$ cat config.mk
export PLATFORM = sky130hd
export DESIGN_NAME = kf76489_write_sequencer_flat
export DESIGN_NICKNAME = d
export VERILOG_FILES = /design/src/rtl/kf76489_write_sequencer_if.sv /design/src/rtl/kf76489_write_sequencer.sv /design/src/flat_wrapper.sv
export SDC_FILE = /design/constraint.sdc
export NUM_CORES = 1
export LEC_CHECK = 0
export ABC_CLOCK_PERIOD_IN_PS = 2800
export CAP_MARGIN = 20
export CELL_PAD_IN_SITES_DETAIL_PLACEMENT = 0
export CELL_PAD_IN_SITES_GLOBAL_PLACEMENT = 2
export CORE_ASPECT_RATIO = 1.4
export CORE_UTILIZATION = 32
export DETAILED_ROUTE_END_ITERATION = 16
export PLACE_DENSITY = 0.95
export SLEW_MARGIN = 25
export SYNTH_ARGS = -nofsm -noshare
export SYNTH_HDL_FRONTEND = slang
export SYNTH_SLANG_ARGS = --single-unit
$ cat constraint.sdc
create_clock -name clock -period 2.8 [get_ports clock]
set_input_delay 0.28 -clock clock [delete_from_list [all_inputs] [get_ports clock]]
set_output_delay 0.28 -clock clock [all_outputs]
set_load 0.01 [all_outputs]
$ cat src/rtl/kf76489_write_sequencer_if.sv
// Request and chip-side bus of the KF76489 write sequencer.
// The master side is the requesters plus the PSG; the slave side is the sequencer.
interface kf76489_write_sequencer_if;
   logic [1:0]       req_valid;
   logic [1:0][2:0]  req_addr;
   logic [1:0][9:0]  req_data;
   logic [1:0]       req_ready;
   logic             READY;
   logic             CE_N;
   logic             WE_N;
   logic [7:0]       D_OUT;
   logic             busy;
   logic             grant_id;

   modport master (
      output req_valid, req_addr, req_data, READY,
      input  req_ready, CE_N, WE_N, D_OUT, busy, grant_id
   );

   modport slave (
      input  req_valid, req_addr, req_data, READY,
      output req_ready, CE_N, WE_N, D_OUT, busy, grant_id
   );
endinterface

$ cat src/rtl/kf76489_write_sequencer.sv
// Round-robin write sequencer for the KF76489 PSG: arbitrates two requesters,
// encodes each register write into one or two bytes and strobes them out.
module kf76489_write_sequencer #(
   parameter int MIN_STROBE = 64,
   parameter int GAP        = 2
) (
   input logic                      clock,
   input logic                      reset,
   kf76489_write_sequencer_if.slave bus
);
   typedef enum logic [1:0] {IDLE, SETUP, STROBE, RELEASE} state_t;

   localparam logic [7:0] STROBE_MIN = 8'(MIN_STROBE);
   localparam logic [3:0] GAP_LEN    = 4'(GAP);

   state_t      state_reg, state_next;
   logic [7:0]  strobe_cnt_reg, strobe_cnt_next;
   logic [3:0]  gap_cnt_reg, gap_cnt_next;
   logic        byte_idx_reg, byte_idx_next;
   logic        rr_reg;
   logic        grant_reg;
   logic [2:0]  addr_reg;
   logic [9:0]  data_reg;
   logic        ce_n_reg;

   logic        sel;
   logic        accept;
   logic        two_byte;
   logic [7:0]  cur_byte;

   // A lone requester always wins; the pointer only breaks ties.
   always_comb begin
      sel = rr_reg;
      if (bus.req_valid == 2'b01)
         sel = 1'b0;
      else if (bus.req_valid == 2'b10)
         sel = 1'b1;
   end

   assign accept = (state_reg == IDLE) && !reset && (bus.req_valid != 2'b00);

   generate
      for (genvar gi = 0; gi < 2; gi++) begin : g_ready
         assign bus.req_ready[gi] = accept && (sel == 1'(gi));
      end
   endgenerate

   function automatic logic [7:0] encode(input logic [2:0] a, input logic [9:0] d,
                                         input logic second);
      logic [3:0] reg_field;
      reg_field = {a[0], a[1], a[2], 1'b1};
      if (second)
         return {d[4], d[5], d[6], d[7], d[8], d[9], 2'b00};
      if (a == 3'd6)
         return {d[1], d[0], d[2], 1'b0, reg_field};
      return {d[0], d[1], d[2], d[3], reg_field};
   endfunction

   assign two_byte = !addr_reg[0] && (addr_reg != 3'd6);
   assign cur_byte = encode(addr_reg, data_reg, byte_idx_reg);

   always_comb begin
      state_next      = state_reg;
      strobe_cnt_next = strobe_cnt_reg;
      gap_cnt_next    = gap_cnt_reg;
      byte_idx_next   = byte_idx_reg;
      case (state_reg)
         IDLE: begin
            if (accept) begin
               state_next    = SETUP;
               byte_idx_next = 1'b0;
            end
         end
         SETUP: begin
            state_next      = STROBE;
            strobe_cnt_next = 8'd1;
         end
         STROBE: begin
            if (strobe_cnt_reg >= STROBE_MIN && bus.READY) begin
               state_next   = RELEASE;
               gap_cnt_next = 4'd1;
            end else if (strobe_cnt_reg != 8'hFF) begin
               strobe_cnt_next = strobe_cnt_reg + 8'd1;
            end
         end
         RELEASE: begin
            if (gap_cnt_reg >= GAP_LEN) begin
               // The data byte follows without returning to IDLE, so no other
               // requester can slip in between latch and data byte.
               if (two_byte && !byte_idx_reg) begin
                  state_next    = SETUP;
                  byte_idx_next = 1'b1;
               end else begin
                  state_next = IDLE;
               end
            end else begin
               gap_cnt_next = gap_cnt_reg + 4'd1;
            end
         end
         default: state_next = IDLE;
      endcase
   end

   always_ff @(posedge clock or posedge reset) begin
      if (reset) begin
         state_reg      <= IDLE;
         strobe_cnt_reg <= 8'd0;
         gap_cnt_reg    <= 4'd0;
         byte_idx_reg   <= 1'b0;
         rr_reg         <= 1'b0;
         grant_reg      <= 1'b0;
         addr_reg       <= 3'd0;
         data_reg       <= 10'd0;
         ce_n_reg       <= 1'b1;
      end else begin
         state_reg      <= state_next;
         strobe_cnt_reg <= strobe_cnt_next;
         gap_cnt_reg    <= gap_cnt_next;
         byte_idx_reg   <= byte_idx_next;
         // Registered strobe keeps CE_N/WE_N glitch-free across state changes.
         ce_n_reg       <= (state_next != STROBE);
         if (accept) begin
            addr_reg  <= bus.req_addr[sel];
            data_reg  <= bus.req_data[sel];
            grant_reg <= sel;
            rr_reg    <= ~sel;
         end
      end
   end

   assign bus.CE_N     = ce_n_reg;
   assign bus.WE_N     = ce_n_reg;
   assign bus.D_OUT    = (state_reg == IDLE) ? 8'hFF : cur_byte;
   assign bus.busy     = (state_reg != IDLE);
   assign bus.grant_id = grant_reg;
endmodule
$ cat src/flat_wrapper.sv
// flat-port wrapper written by rule: the top's interface ports become plain ports
module kf76489_write_sequencer_flat 
#(
   parameter int MIN_STROBE = 64,
   parameter int GAP        = 2
)
  (clock, reset, bus_req_valid, bus_req_addr, bus_req_data, bus_READY, bus_req_ready, bus_CE_N, bus_WE_N, bus_D_OUT, bus_busy, bus_grant_id);
  kf76489_write_sequencer_if bus_i ();
  input logic clock;
  input logic reset;
  input wire logic [$bits(bus_i.req_valid)-1:0] bus_req_valid;
  input wire logic [$bits(bus_i.req_addr)-1:0] bus_req_addr;
  input wire logic [$bits(bus_i.req_data)-1:0] bus_req_data;
  input wire logic [$bits(bus_i.READY)-1:0] bus_READY;
  output wire logic [$bits(bus_i.req_ready)-1:0] bus_req_ready;
  output wire logic [$bits(bus_i.CE_N)-1:0] bus_CE_N;
  output wire logic [$bits(bus_i.WE_N)-1:0] bus_WE_N;
  output wire logic [$bits(bus_i.D_OUT)-1:0] bus_D_OUT;
  output wire logic [$bits(bus_i.busy)-1:0] bus_busy;
  output wire logic [$bits(bus_i.grant_id)-1:0] bus_grant_id;
  assign bus_i.req_valid = bus_req_valid;
  assign bus_i.req_addr = bus_req_addr;
  assign bus_i.req_data = bus_req_data;
  assign bus_i.READY = bus_READY;
  assign bus_req_ready = bus_i.req_ready;
  assign bus_CE_N = bus_i.CE_N;
  assign bus_WE_N = bus_i.WE_N;
  assign bus_D_OUT = bus_i.D_OUT;
  assign bus_busy = bus_i.busy;
  assign bus_grant_id = bus_i.grant_id;
  kf76489_write_sequencer #(.MIN_STROBE(MIN_STROBE), .GAP(GAP)) u_core (.clock(clock), .reset(reset), .bus(bus_i));
endmodule
==> flow_summary_export.csv <==
group,metric,value,unit
timing,slew_headroom,62.0,%
detailed_routing,drtIter0Drc,34,
critical_path,rrSetupSlack,0.93,ns
status,status,"complete, no violations",
final_layout,drive_gt1_share,8.26,%
synthesis,synth_compound_gate_area_share,20.3,%
worst_hold_path,hp-class,"in -> async",
place,place.gp.congestion,0.750,
cts,post_cts.resized_instances,0,
final_layout,fillers,552,
final_layout,finalNetCount,280,
cts,cts_max_level,2,
timing,fmax,0.395,GHz
timing,rsz0062_at_grt,"false",
critical_path,crit_path_start_kind,"flip-flop",
synthesis,synth_top_area_share,41.4,%
global_routing,grt_usage,16.2,%
synthesis,synthMuxAreaShare,11.2,%
cts,clk_latency,0.28,ns
cts,path_clk_slew,0.07,ns
timing,clock_skew,0.00884,ns
critical_path,cp_common_cell,"inv_1",
synthesis,synthSimpleGateAreaFrac,14.3,%
critical_path,critical_path.top_delay_family,"buffers and inverters",
critical_path,cp_num_buf_inv,4,
synthesis,synthAdderAreaFrac,6.14,%
synthesis,synth_edf_count,0,
global_routing,grt_pass1_vias,1675,
synthesis,synth_most_common_cell,"nand2_1",
synthesis,synth_nets,233,
detailed_routing,num_vias,1564,
timing,worst_slack,0.269,ns
die,rows,32,
flow_run,max_cap_violations,0,
final_layout,largest_register_ffs,10,
detailed_routing,wirelength,4.17,mm
cts,cts_buffers,5,
timing,finalHoldViolCount,0,
synthesis,synth_area_leaders,"dfrtp_1, mux2i_1, nand2_1",
critical_path,cpMaxStageDelayCell,"clkdlybuf4s50_1",
synthesis,synthCells,194,
power_and_ir_drop,p_leak,1.06,nW
detailed_routing,drc,0,
detailed_routing,firstDrtPassIters,4,
critical_path,max_stage_delay,0.55,ns
cts,cts.sinks,31,
place,io_buffers,44,
critical_path,crit_required,2.52,ns
synthesis,async_flop_share,100,%
timing,slew_viol_final,0,
global_routing,antenna_found_initial,0,
detailed_routing,routed_via_density,5.05,
timing,worst_pin_slew,0.565,ns
die,die_h,91.1,um
synthesis,syn_area,1810,um^2
final_layout,syn2layout_area_growth,33.2,%
die,start_util,33.1,%
die,core_area,5490,um^2
timing,setup_viol,0,
cts,hold_buffers,0,
cts,cts_tree,"built",
place,dp_hpwl,3.25,mm
timing,fin_crit_sh,90.4,%
final_layout,antenna_cells,0,
critical_path,crit_type,"reg -> out",
detailed_routing,ant_nets,0,
critical_path,worstPathArrival,2.25,ns
synthesis,ys_top_cells_by_count,"nand2_1, dfrtp_1, mux2i_1, o21ai_0",
synthesis,syn_avg_cell_area,9.35,um^2
place,pre_cts_slack,0.555,ns
synthesis,synth-main-ff-cell,"dfrtp_1",
die,die_width,65.6,um
synthesis,synth_top_area_cell,"dfrtp_1",
cts,cts_setup_buffers,0,
cts,root_buffer,"clkbuf_8",
synthesis,synth_xor_area_share,0.483,%
synthesis,synth_seq_cells,31,
timing,period_minus_slack,2.53,ns
synthesis,synth_top_family_by_area,"compound AO/OA/AOI/OAI gates",
synthesis,yosysWarnings,0,
global_routing,grt_pass1_wl,7.45,mm
timing,fin_setup_tns,0,ns
detailed_routing,post_drt_wl_per_cell,13.4,um
synthesis,synth.distinct_cells,43,
critical_path,crit_fanout,10,
critical_path,worstPathCellList,"inv_1 -> ha_1 -> inv_1 -> buf_4 -> nor3_1 -> and2_1 -> clkdlybuf4s50_1",
die,pin_count,45,
die,die-area,5980,um^2
global_routing,grt_start_max_net_pins,29,
critical_path,endpoint_kind,"primary output",
final_layout,final_core_util,44.1,%
global_routing,grt_overflow_total,0,
power_and_ir_drop,peakVddDrop,0.000457,V
synthesis,ys_seq_area_share,42.8,%
power_and_ir_drop,p_per_area,907,nW/um^2
cts,clockBufferDepth,2,
## cells in the final DEF, fill, tap and decap left out, drive strengths merged, types with 3 or more instances in the layout
| cell | n |
|---|---|
| o21a | 3 |
| buf | 5 |
| inv | 12 |
| nor2 | 10 |
| a21oi | 12 |
| o211ai | 5 |
| mux2i | 18 |
| clkbuf | 7 |
| clkdlybuf4s50 | 44 |
| ha | 8 |
| dfrtp | 30 |
| nand2 | 33 |
| o21ai | 17 |
| nand3 | 4 |
## worst reg2reg max path: cells and delay by family, from the launching register on
| kind | cells | cell delay (ns) |
|---|---|---|
| AOI/OAI and AO/OA | 3 | 0.75 |
| adders and majority gates | 1 | 0.46 |
| buffers and inverters | 1 | 0.10 |
| DFF | 1 | 0.42 |
## through the flow
| stage | std cells | power, mW | area (um^2) | hold WS [ns] |
|---|---|---|---|---|
| after floorplan | 194 | 1.43 | 1810 | 0.383 |
| after global routing | 310 | 2.39 | 2420 | 0.413 |
| after global placement | 302 | 1.88 | 2340 | 0.460 |
| final | 310 | 2.19 | 2420 | 0.380 |
| after CTS | 310 | 2.23 | 2420 | 0.390 |
| after detailed placement | 302 | 1.88 | 2340 | 0.465 |
## layer usage
metal	track usage, %	wire length (um)	up-vias
met4	5.43	40	0
met5	0	0	-
li1	-	-	787
met3	3.52	174	5
met1	16.8	1670	733
met2	30.6	2290	39
## cell type report
| type | instances | area (um^2) | share of cell area, % |
|---|---|---|---|
| multi-input combinational | 142 | 951 | 39.3 |
| inverter | 12 | 45.0 | 1.86 |
| timing repair buffer | 49 | 478 | 19.8 |
| clock buffer | 7 | 76.3 | 3.16 |
| clock inverter | 1 | 5.00 | 0.207 |
| sequential | 31 | 777 | 32.1 |
| tap | 68 | 85.1 | 3.52 |
## kinds of logic after synthesis
kind of cell	after synthesis
XOR/XNOR	1
adder cells (fa/ha/maj)	9
AO/OA/AOI/OAI	54
buffers and inverters	21
multiplexers	20
AND/OR/NAND/NOR	58
flip-flops	31
## worst paths after layout
path | cells past startpoint | startpoint | end
setup / recovery | 7 | u_core.state_reg[0] | bus_req_ready[1]
hold / removal | 2 | reset | u_core.addr_reg[2]
setup reg to reg | 5 | u_core.state_reg[1] | u_core.strobe_cnt_reg[6]
hold reg to reg | 1 | u_core.bus.grant_id | u_core.bus.grant_id
max in group asynchronous | 3 | reset | u_core.strobe_cnt_reg[0]
min in group clock | 1 | u_core.bus.grant_id | u_core.bus.grant_id
## where the power goes
| group | switching (mW) | total [mW] | internal (mW) |
|---|---|---|---|
| clock | 0.163 | 0.337 | 0.174 |
| combinational | 0.582 | 1.13 | 0.547 |
| sequential | 0.121 | 0.726 | 0.605 |
Note: power is estimated with default switching activity, not from simulation.
